--- config.mk ---
export PLATFORM = sky130hd
export DESIGN_NAME = encoder_4to2
export DESIGN_NICKNAME = d
export VERILOG_FILES = /design/src/rtl/encoder_4to2.sv
export SDC_FILE = /design/constraint.sdc
export NUM_CORES = 1
export LEC_CHECK = 0
export CORE_AREA = 2 2 39 41
export CTS_CLUSTER_DIAMETER = 50
export DETAILED_ROUTE_END_ITERATION = 16
export DIE_AREA = 0 0 41 43
export PLACE_DENSITY_LB_ADDON = 0.1
export SYNTH_ARGS = -nofsm -noshare
export SYNTH_HDL_FRONTEND = slang
export SYNTH_SLANG_ARGS = --single-unit
export TNS_END_PERCENT = 5
--- constraint.sdc ---
create_clock -name clk -period 1.8 [get_ports clk]
set_input_delay 0.18 -clock clk [delete_from_list [all_inputs] [get_ports clk]]
set_output_delay 0.18 -clock clk [all_outputs]
set_load 0.05 [all_outputs]
--- src/rtl/encoder_4to2.sv ---
// Registered priority encoder: index of the highest set bit of in, plus valid.
// Define ENCODER_ONEHOT_CHECK_EN to add err, flagging inputs with more than one bit set.
module encoder_4to2 #(
  parameter int IN_W = 4
) (
  input  logic                      clk,
  input  logic                      rst,
  input  logic                      en,
  input  logic [IN_W-1:0]           in,
  output logic [$clog2(IN_W)-1:0]   out,
  output logic                      valid
`ifdef ENCODER_ONEHOT_CHECK_EN
  ,
  output logic                      err
`endif
);

  localparam int OUT_W = $clog2(IN_W);

  logic [OUT_W-1:0] w_idx;
  logic             w_any;
  logic [OUT_W-1:0] r_out;
  logic             r_valid;

  // Ascending scan: later (higher) set bits overwrite earlier ones, so the MSB wins.
  always_comb begin
    w_idx = '0;
    for (int i = 0; i < IN_W; i++) begin
      if (in[i]) begin
        w_idx = OUT_W'(i);
      end
    end
  end

  assign w_any = |in;

  always_ff @(posedge clk) begin
    if (rst) begin
      r_out   <= '0;
      r_valid <= 1'b0;
    end else if (en) begin
      r_out   <= w_idx;
      r_valid <= w_any;
    end
  end

  assign out   = r_out;
  assign valid = r_valid;

`ifdef ENCODER_ONEHOT_CHECK_EN
  logic w_multi;
  logic r_err;

  // Clearing the lowest set bit leaves something only if two or more bits were set.
  assign w_multi = (in & (in - IN_W'(1))) != '0;

  always_ff @(posedge clk) begin
    if (rst) begin
      r_err <= 1'b0;
    end else if (en) begin
      r_err <= w_multi;
    end
  end

  assign err = r_err;
`endif

endmodule

==> results.json <==
{
  "crit_fanout": 2,
  "synth_common_cells": "nor2_1 (5), dfxtp_1 (3), a311oi_1 (2)",
  "setup_tns_ns": 0,
  "max-clock-path-buffers": 2,
  "critPathKind": "reg2out",
  "synth-seq-area-share_pct": 52.7,
  "syn_area_per_cell_um2": 8.76,
  "placedInstanceArea_um2": 224,
  "grt_start_max_net_pins": 7,
  "min_delay_path_depth": 2,
  "cts_sinks": 3,
  "wire_per_inst_um": 7.83,
  "fin_nets": 34,
  "design_area_um2": 250,
  "die_w_um": 41,
  "r2r_slack_ns": 1.12,
  "fin_total_pwr_mw": 0.246,
  "fin_crit_sh_pct": 85.3,
  "setup_viol": 0,
  "cp_top_family": "buffers and inverters",
  "max_freq_mhz": 651,
  "end_kind": "output port",
  "slew_headroom_pct": 67.3,
  "clockRootBuffer": "clkbuf_4",
  "slowest_delay_ns": 0.80,
  "syn_nets": 20,
  "grt_pass1_wl_um": 483,
  "finClkSkew_ns": 0,
  "r2r-start": "valid$_SDFFE_PP0P_",
  "synth_xor_area_share_pct": 0,
  "yosysTopAreaCellShare_pct": 52.7,
  "first_pass_iters": 1,
  "ant_nets": 0,
  "drt_iter0_drc": 0,
  "globalplace.congestion": 0.667,
  "synth_fa_ha_area_share_pct": 0,
  "core_area_um2": 1380,
  "cp.required_ns": 1.62,
  "synth_area_um2": 114,
  "synth_edf_count": 0,
  "synth_compound_area_share_pct": 22.0,
  "via_per_inst": 3.26,
  "hold_slack_ns": 0.483,
  "drc_errors": 0,
  "drive_gt1_share_pct": 11.5,
  "final_util_pct": 18.1,
  "antenna_found_initial": 0,
  "dp.cells": 38,
  "cts_resized": 0,
  "rsz0062_at_grt": "no",
  "rows": 14,
  "initial_core_util_pct": 8.23,
  "pre_cts_ws_ns": 0.498,
  "syn_inst": 13,
  "synth_top_family_by_area": "compound AO/OA/AOI/OAI gates",
  "clk_pin_slew_ns": 0.04,
  "io_pins": 10,
  "r2r_cells": 2,
  "whs_endpoint": "out[0]$_SDFFE_PP0P_",
  "grt_pass1_vias": 124,
  "synth_largest_area_cell": "dfxtp_1",
  "routed_wl_um": 329,
  "die_y_um": 43,
  "yosys-top-cells-area": "dfxtp_1 (53%), nor2_1 (16%), a311oi_1 (15%), a211oi_1 (6.6%), nand2b_1 (5.5%)",
  "synthMuxAreaShare_pct": 0,
  "slew_violations": 0,
  "postCtsHoldBufs": 0,
  "ys.flop_type": "dfxtp_1",
  "final_cells": 42,
  "r2r_end": "valid$_SDFFE_PP0P_",
  "clk_latency_ns": 0.23,
  "regArea_um2": 60.1,
  "cts_tree": "yes",
  "cts_setup_buffers": 0,
  "yosys_warnings": 0,
  "crit_arrival_ns": 1.36,
  "finalCriticalPeriod_ns": 1.54,
  "power.density_nw_per_um2": 982,
  "synth-seq-cells": 3,
  "synthDistinctLibCells": 6,
  "hold_path.class": "reg2reg",
  "htreeDepth": 1,
  "leakage_nw": 0.0954,
  "outcome": "finished, final reports clean",
  "ir_worst_vdd_v": 0.000209,
  "dieArea_um2": 1760,
  "n_antenna_cell": 0,
  "cts_buffers": 3,
  "multi_input_area_um2": 50.0,
  "async_reset_ff_share_pct": 0,
  "fin_ws_ns": 0.264,
  "port_buffers": 9,
  "areaGrowthSynthToFinish_pct": 120,
  "worst_pin_slew_ns": 0.489,
  "cp_num_buf_inv": 1,
  "synth_most_common_cell": "nor2_1",
  "cp_slowest_cell": "clkdlybuf4s50_1",
  "grtUsageTotal_pct": 5.12,
  "max_cap_violations": 0,
  "grt-ovfl-total": 0,
  "synth-simple-area-share_pct": 22.0,
  "worstHoldStart": "out[0]$_SDFFE_PP0P_",
  "startpoint_type": "flop",
  "worstPathCellList": "clkdlybuf4s50_1",
  "via_count": 137,
  "fillers": 160,
  "hold_viol": 0
}
-- kinds of logic after synthesis --
| group | Yosys count |
|---|---|
| flops | 3 |
| compound gates | 3 |
| buf+inv | 1 |
| simple gates | 6 |
-- power breakdown --
part / switching (mW) / internal [mW] / total [mW] / leakage [nW]
Combinational: 0.0275 / 0.0237 / 0.0512 / 0.0554
Clock: 0.0367 / 0.0832 / 0.120 / 0.0150
Sequential: 0.00249 / 0.0720 / 0.0745 / 0.0251
-- flip-flops by register name, indices dropped and copies added, names as in the netlist --
name   flops
out        2
valid      1
-- area by class of cell --
type                            count  share of cell area, %
Timing Repair Buffer                9                   36.0
Sequential cell                     3                   24.0
Multi-Input combinational cell      9                   20.0
Clock buffer                        4                   10.5
Tap cell                           16                   8.00
Inverter                            1                   1.50
-- worst max-delay path by stage --
stage          slack, ns           startpoint  depth (start not counted)                  to
3_3_place_gp        0.51  out[0]$_SDFFE_PP0P_                          1              out[0]
3_5_place_dp        0.50  out[0]$_SDFFE_PP0P_                          1              out[0]
5_1_grt             0.21  out[1]$_SDFFE_PP0P_                          1              out[1]
4_1_cts             0.25  out[0]$_SDFFE_PP0P_                          1              out[0]
2_1_floorplan       0.79   valid$_SDFFE_PP0P_                          2  valid$_SDFFE_PP0P_
6_report            0.26   valid$_SDFFE_PP0P_                          1               valid
-- metal layers --
layer	track usage, %	share of wire (%)	vias up
met5	0	0	-
met4	10.0	0	0
met3	3.66	15	0
met2	4.38	44	7
met1	4.82	41	59
li1	-	-	71
-- placed cells by master, fill, tap and decap left out --
master           instances
clkbuf_1                 1
inv_1                    1
clkdlybuf4s50_1          9
nor2_1                   5
dfxtp_1                  3
a211oi_1                 1
a311oi_1                 2
nand2b_1                 1
clkbuf_4                 3
Power figures use the tool's default switching activity.
